==> src/rtl/ff_bank_arbiter.sv <==
// ff_bank_arbiter: round-robin arbiter that serialises bit-wise load/clear/set/
// toggle operations from N_REQ requesters onto one shared WIDTH-bit register
// bank. A winning requester may lock the bank and keep it for a burst.
module ff_bank_arbiter #(
    parameter int N_REQ = 4,
    parameter int WIDTH = 8,
    localparam int OW = (N_REQ > 1) ? $clog2(N_REQ) : 1
) (
    input  logic                     clk,
    input  logic                     rst,
    input  logic [N_REQ-1:0]         req,
    input  logic [N_REQ-1:0]         lock,
    input  logic [2*N_REQ-1:0]       op,
    input  logic [WIDTH*N_REQ-1:0]   wdata,
    output logic [N_REQ-1:0]         gnt,
    output logic [WIDTH-1:0]         q,
    output logic [OW-1:0]            owner,
    output logic                     locked
);

    typedef enum logic [0:0] {
        IDLE   = 1'b0,
        LOCKED = 1'b1
    } state_e;

    state_e            state_q, state_d;
    logic [OW-1:0]     ptr_q, ptr_d;
    logic [OW-1:0]     owner_q, owner_d;
    logic [WIDTH-1:0]  q_q, q_d;
    logic [N_REQ-1:0]  gnt_q, gnt_d;
    logic              locked_q, locked_d;

    logic [1:0]        op_s [N_REQ];
    logic [WIDTH-1:0]  wd_s [N_REQ];
    logic              found_s;
    logic [OW-1:0]     win_s;

    // Bit-wise D/SR/T style update of the bank: load, clear-mask, set-mask, toggle-mask.
    function automatic logic [WIDTH-1:0] apply_op(input logic [1:0] opc,
                                                  input logic [WIDTH-1:0] cur,
                                                  input logic [WIDTH-1:0] m);
        logic [WIDTH-1:0] r;
        case (opc)
            2'b00:   r = m;
            2'b01:   r = cur & ~m;
            2'b10:   r = cur | m;
            2'b11:   r = cur ^ m;
            default: r = cur;
        endcase
        return r;
    endfunction

    // Successor index with wrap at N_REQ (N_REQ need not be a power of two).
    function automatic logic [OW-1:0] next_idx(input logic [OW-1:0] i);
        logic [OW-1:0] r;
        if (i == OW'(N_REQ - 1)) begin
            r = {OW{1'b0}};
        end else begin
            r = i + OW'(1);
        end
        return r;
    endfunction

    // Split the flattened per-requester opcode and data buses into arrays.
    always_comb begin
        for (int i = 0; i < N_REQ; i++) begin
            op_s[i] = op[2*i +: 2];
            wd_s[i] = wdata[WIDTH*i +: WIDTH];
        end
    end

    // Find the first requesting index at or after ptr, wrapping around.
    always_comb begin
        logic [OW:0] sum;
        found_s = 1'b0;
        win_s   = ptr_q;
        sum     = {(OW+1){1'b0}};
        for (int i = 0; i < N_REQ; i++) begin
            sum     = {1'b0, ptr_q} + (OW+1)'(i);
            sum     = (sum >= (OW+1)'(N_REQ)) ? (sum - (OW+1)'(N_REQ)) : sum;
            win_s   = (!found_s && req[sum[OW-1:0]]) ? sum[OW-1:0] : win_s;
            found_s = found_s | req[sum[OW-1:0]];
        end
    end

    // Next-state logic: grant, bank update, pointer rotation and lock handling.
    always_comb begin
        state_d  = state_q;
        ptr_d    = ptr_q;
        owner_d  = owner_q;
        q_d      = q_q;
        gnt_d    = {N_REQ{1'b0}};
        case (state_q)
            IDLE: begin
                if (found_s) begin
                    q_d     = apply_op(op_s[win_s], q_q, wd_s[win_s]);
                    gnt_d   = N_REQ'(1) << win_s;
                    owner_d = win_s;
                    ptr_d   = next_idx(win_s);
                    state_d = lock[win_s] ? LOCKED : IDLE;
                end else begin
                    state_d = IDLE;
                end
            end
            LOCKED: begin
                // Only the owner is served; the pointer stays frozen until release.
                if (req[owner_q]) begin
                    q_d   = apply_op(op_s[owner_q], q_q, wd_s[owner_q]);
                    gnt_d = N_REQ'(1) << owner_q;
                end else begin
                    q_d   = q_q;
                end
                if (!lock[owner_q]) begin
                    state_d = IDLE;
                    ptr_d   = next_idx(owner_q);
                end else begin
                    state_d = LOCKED;
                end
            end
            default: begin
                state_d = IDLE;
            end
        endcase
        locked_d = (state_d == LOCKED);
    end

    // State and output registers; reset discards any in-flight operation.
    always_ff @(posedge clk or negedge rst) begin
        if (!rst) begin
            state_q  <= IDLE;
            ptr_q    <= {OW{1'b0}};
            owner_q  <= {OW{1'b0}};
            q_q      <= {WIDTH{1'b0}};
            gnt_q    <= {N_REQ{1'b0}};
            locked_q <= 1'b0;
        end else begin
            state_q  <= state_d;
            ptr_q    <= ptr_d;
            owner_q  <= owner_d;
            q_q      <= q_d;
            gnt_q    <= gnt_d;
            locked_q <= locked_d;
        end
    end

    assign gnt    = gnt_q;
    assign q      = q_q;
    assign owner  = owner_q;
    assign locked = locked_q;

endmodule

==> config.mk <==
export PLATFORM = sky130hd
export DESIGN_NAME = ff_bank_arbiter
export DESIGN_NICKNAME = d
export VERILOG_FILES = /design/src/rtl/ff_bank_arbiter.sv
export SDC_FILE = /design/constraint.sdc
export NUM_CORES = 1
export LEC_CHECK = 0
export ABC_CLOCK_PERIOD_IN_PS = 3100
export BUFFER_PORTS_ARGS = -buffer_cell sky130_fd_sc_hd__buf_2
export CORE_AREA = 3 3 53 103
export DETAILED_ROUTE_END_ITERATION = 12
export DIE_AREA = 0 0 56 106
export PLACE_DENSITY = 0.75
export SLEW_MARGIN = 25
export SYNTH_ARGS = -nofsm -noshare
export SYNTH_HDL_FRONTEND = slang
export SYNTH_SLANG_ARGS = --single-unit
==> constraint.sdc <==
create_clock -name clk -period 3.1 [get_ports clk]
set_clock_uncertainty 0.1 [all_clocks]
set_input_delay 0.465 -clock clk [delete_from_list [all_inputs] [get_ports clk]]
set_output_delay 0.465 -clock clk [all_outputs]
set_load 0.05 [all_outputs]
==> metrics.md <==
| Metric | Value |
|---|---|
| Status | `finished clean` |
| Post-Synth Adder-Cell Area | `19.99%` |
| Nets | `384` |
| P_sw | `1.651 mW` |
| Most frequent cell after synthesis | `ha_1` |
| ANT cells | `0` |
| Cell internal pwr | `1.464 mW` |
| Top cells by area, synth | `ha_1 (20%), mux4_2 (17%), dfrtp_1 (17%)` |
| Fmax achieved | `354.4 MHz` |
| Area of the mapped netlist | `2504 sq um` |
| Fin crit period | `2.822 ns` |
| Sequential area share after synthesis | `16.99%` |
| Sw Share | `53.00%` |
| Setup CP Type | `flip-flop to flip-flop` |
| Power Density | `1090 nW/um^2` |
| Hold-fix buffer count after cts | `0` |
| DRC viols | `0` |
| Final hold vios | `0` |
| Layout Utilization | `60.40%` |
| Die area | `5936 sq um` |
| WP data arrival | `2.84 ns` |
| Sequential Power Share | `16.8%` |
| Tcrit/Tclk final | `91.03%` |
| Post-Route WL | `5925 microns` |
| Setup TNS Final | `0 ns` |
| Min-delay worst type | `primary input to asynchronous set/reset pin` |
| Mapped Nets | `325` |
| Leakage | `1.504 nW` |
| Vias | `2070` |
| Critical R2R Launch | `ptr_q[0]` |
| Max stage delay on crit path | `0.66 ns` |
| Metal3 WL | `195 microns` |
| Max rail drop VDD | `0.0006620 V` |
| CP top delay family | `multiplexers` |
| Mux contribution to synthesized area | `33.68%` |
| R2r worst-path depth | `9` |
| RSZ-0062 raised after global routing | `no` |
| Clk sinks | `17` |
| Post-Syn Instances | `235` |
| Gp weighted congestion | `0.8260` |
| Crit path buffers/inverters | `2` |
| Synth Area in XOR/XNOR | `0%` |
| Post-synth EDFFs | `0` |
| Ys async rst share | `100.0%` |
| Worst path cell trace | `and2b_1 > a21oi_2 > o221ai_4 > mux4_1 > inv_1 > ha_1 > inv_1 > mux2i_1 > o221ai_1` |
| DRT antenna net count | `0` |
| Synthesized area per cell | `10.65 sq um` |
| Worst EP required | `3.11 ns` |
| Internal reg-to-reg setup slack | `0.28 ns` |
| IO Pins | `65` |
| Hpwl dp | `4869 microns` |
| Layout cells sized above 1 | `33.11%` |
| Initial antenna violation count | `0` |
| Initial DRT Pass Iterations | `4` |
| Max Used Layer | `met4` |
| Combinational share of power | `77.6%` |
| Clock slew at reported path FFs | `0.07 ns` |
| Fillers | `420` |
| Vias in the first global route | `2242` |
| Compound-Gate Fraction of Synth Area | `13.74%` |
| H-Tree Depth | `1` |
| CTS root buf | `clkbuf_8` |
| Hold_ws | `0.03754 ns` |
| Crit-path slowest cell | `mux4_1` |
| Yosys top cell area share | `19.99%` |
| Worst slew pin tran | `0.7855 ns` |
| GRT overflow | `0` |
| Die X | `56 microns` |
| Final Max Slew Viols | `0` |
| Setup bufs post-CTS | `0` |
| Reg2Reg Capture Point | `q[3]` |
| Setup crit end kind | `flip-flop` |
| CORE AREA | `4730 sq um` |
| Skew-Pair Late Insertion Delay | `0.26 ns` |
| CTS tree | `done` |
| Post-synth top flop | `dfrtp_1` |
| Max Fanout on Critical Path | `16` |
| Synthesized flop and latch total | `17` |
| Clock share of power | `5.6%` |
| Most used cell, CP | `inv_1` |
| Area leader, netlist | `ha_1` |
| Syn-to-layout area delta | `14.09%` |
| Max-Cap Viols | `0` |
| Setup-failing EPs final | `0` |
| Relative slew slack | `47.32%` |
| Simple-gate area share of the yosys netlist | `5.447%` |
| Via density | `5.948` |
| Total Power | `3.115 mW` |
| M1 wire length | `2112 microns` |
| FF+latch area | `425.4 sq um` |
| Total CTS buffers | `3` |
| Max clock buf depth | `2` |
| DR WL/cell | `17.03 microns` |
| Synth cell count leaders | `ha_1 (40), inv_1 (39), mux2i_1 (31)` |
| Initial drt markers | `51` |
| WL met2 | `3417 microns` |
| Tot GR Track Use | `21.11%` |
| First-pass GRT wire length | `10130 microns` |
| Main combinational cell family by area after synthesis | `multiplexers` |
| Starting Density | `52.94%` |
| CP startpoint kind | `flip-flop` |
| Number of I/O port buffers | `64` |
| Post-CTS sizing | `0` |
| Synth unique cells | `40` |
| Largest net degree at the start of global routing | `19` |
| Num rows | `35` |
| Area of the multi-input gates | `1824 sq um` |
| Die extent in y | `106 microns` |
| YS warnings | `0` |
-- flip-flops by register name, indices dropped and copies added, names as in the netlist --
signal,cells
q,8
owner,2
ptr_q,2
gnt,4
locked,1
-- power by group through the flow --
stage	combinational [mW]	clock, mW	sequential [mW]
6_report	2.42	0.173	0.525
5_1_grt	2.70	0.187	0.551
4_1_cts	2.44	0.174	0.527
3_5_place_dp	2.43	0	0.532
3_3_place_gp	2.35	0	0.528
2_1_floorplan	1.72	0	0.790
-- kinds of logic (layout without fill, tap and decap cells) --
| group | Yosys count | after routing |
|---|---|---|
| adders and majority gates | 40 | 40 |
| DFF | 17 | 17 |
| and+or+nand+nor | 30 | 30 |
| AOI/OAI and AO/OA | 41 | 41 |
| muxes | 54 | 54 |
| buffers and inverters | 53 | 111 |
-- stage by stage --
stage,std cells,instance area (sq um),setup slack [ns]
2_1_floorplan,235,2504,0.3791
3_3_place_gp,344,2811,0.2696
3_5_place_dp,344,2811,0.1862
4_1_cts,348,2856,0.2501
5_1_grt,348,2856,0.1219
6_report,348,2856,0.2780
-- metal layers --
| layer | vias to the layer above | track usage [%] |
|---|---|---|
| met5 | - | 0 |
| met4 | 0 | 9.338 |
| met3 | 16 | 2.430 |
| met2 | 56 | 41.46 |
| met1 | 1018 | 21.27 |
| li1 | 980 | - |
-- cell type report --
class,count,share of cell area (%)
sequential,17,14.89
tap,55,2.409
inverter,40,5.256
clock buffer,4,1.577
multi-input combinational,165,63.86
timing repair buffer,67,12.00
-- how the worst max path moves through the flow --
stage / end / start / cells after the start / slack, ns
6_report: q[3] / ptr_q[0] / 9 / 0.28
5_1_grt: q[4] / ptr_q[0] / 8 / 0.12
4_1_cts: q[3] / ptr_q[0] / 9 / 0.25
3_5_place_dp: q[4] / req[2] / 9 / 0.19
3_3_place_gp: q[2] / req[3] / 9 / 0.27
2_1_floorplan: q[0] / owner[0] / 10 / 0.38
-- cell usage in the layout (no fill, tap or decap), types with 2 or more instances in the layout --
cell type / synthesis / routed
inv_1: 39 / 39
o21a_1: 7 / 7
a22oi_1: 7 / 7
nand2_1: 16 / 16
mux4_2: 19 / 19
a22o_1: 4 / 4
nor2_1: 5 / 5
ha_1: 40 / 40
mux2i_1: 31 / 31
dfrtp_1: 17 / 17
buf_2: 5 / 64
o21ai_0: 2 / 2
clkbuf_8: 1 / 3
buf_4: 0 / 3
o221ai_1: 8 / 8
a31oi_1: 2 / 2
mux4_1: 4 / 4
a21oi_1: 2 / 2
No activity file was read; power rests on OpenSTA's default activity.
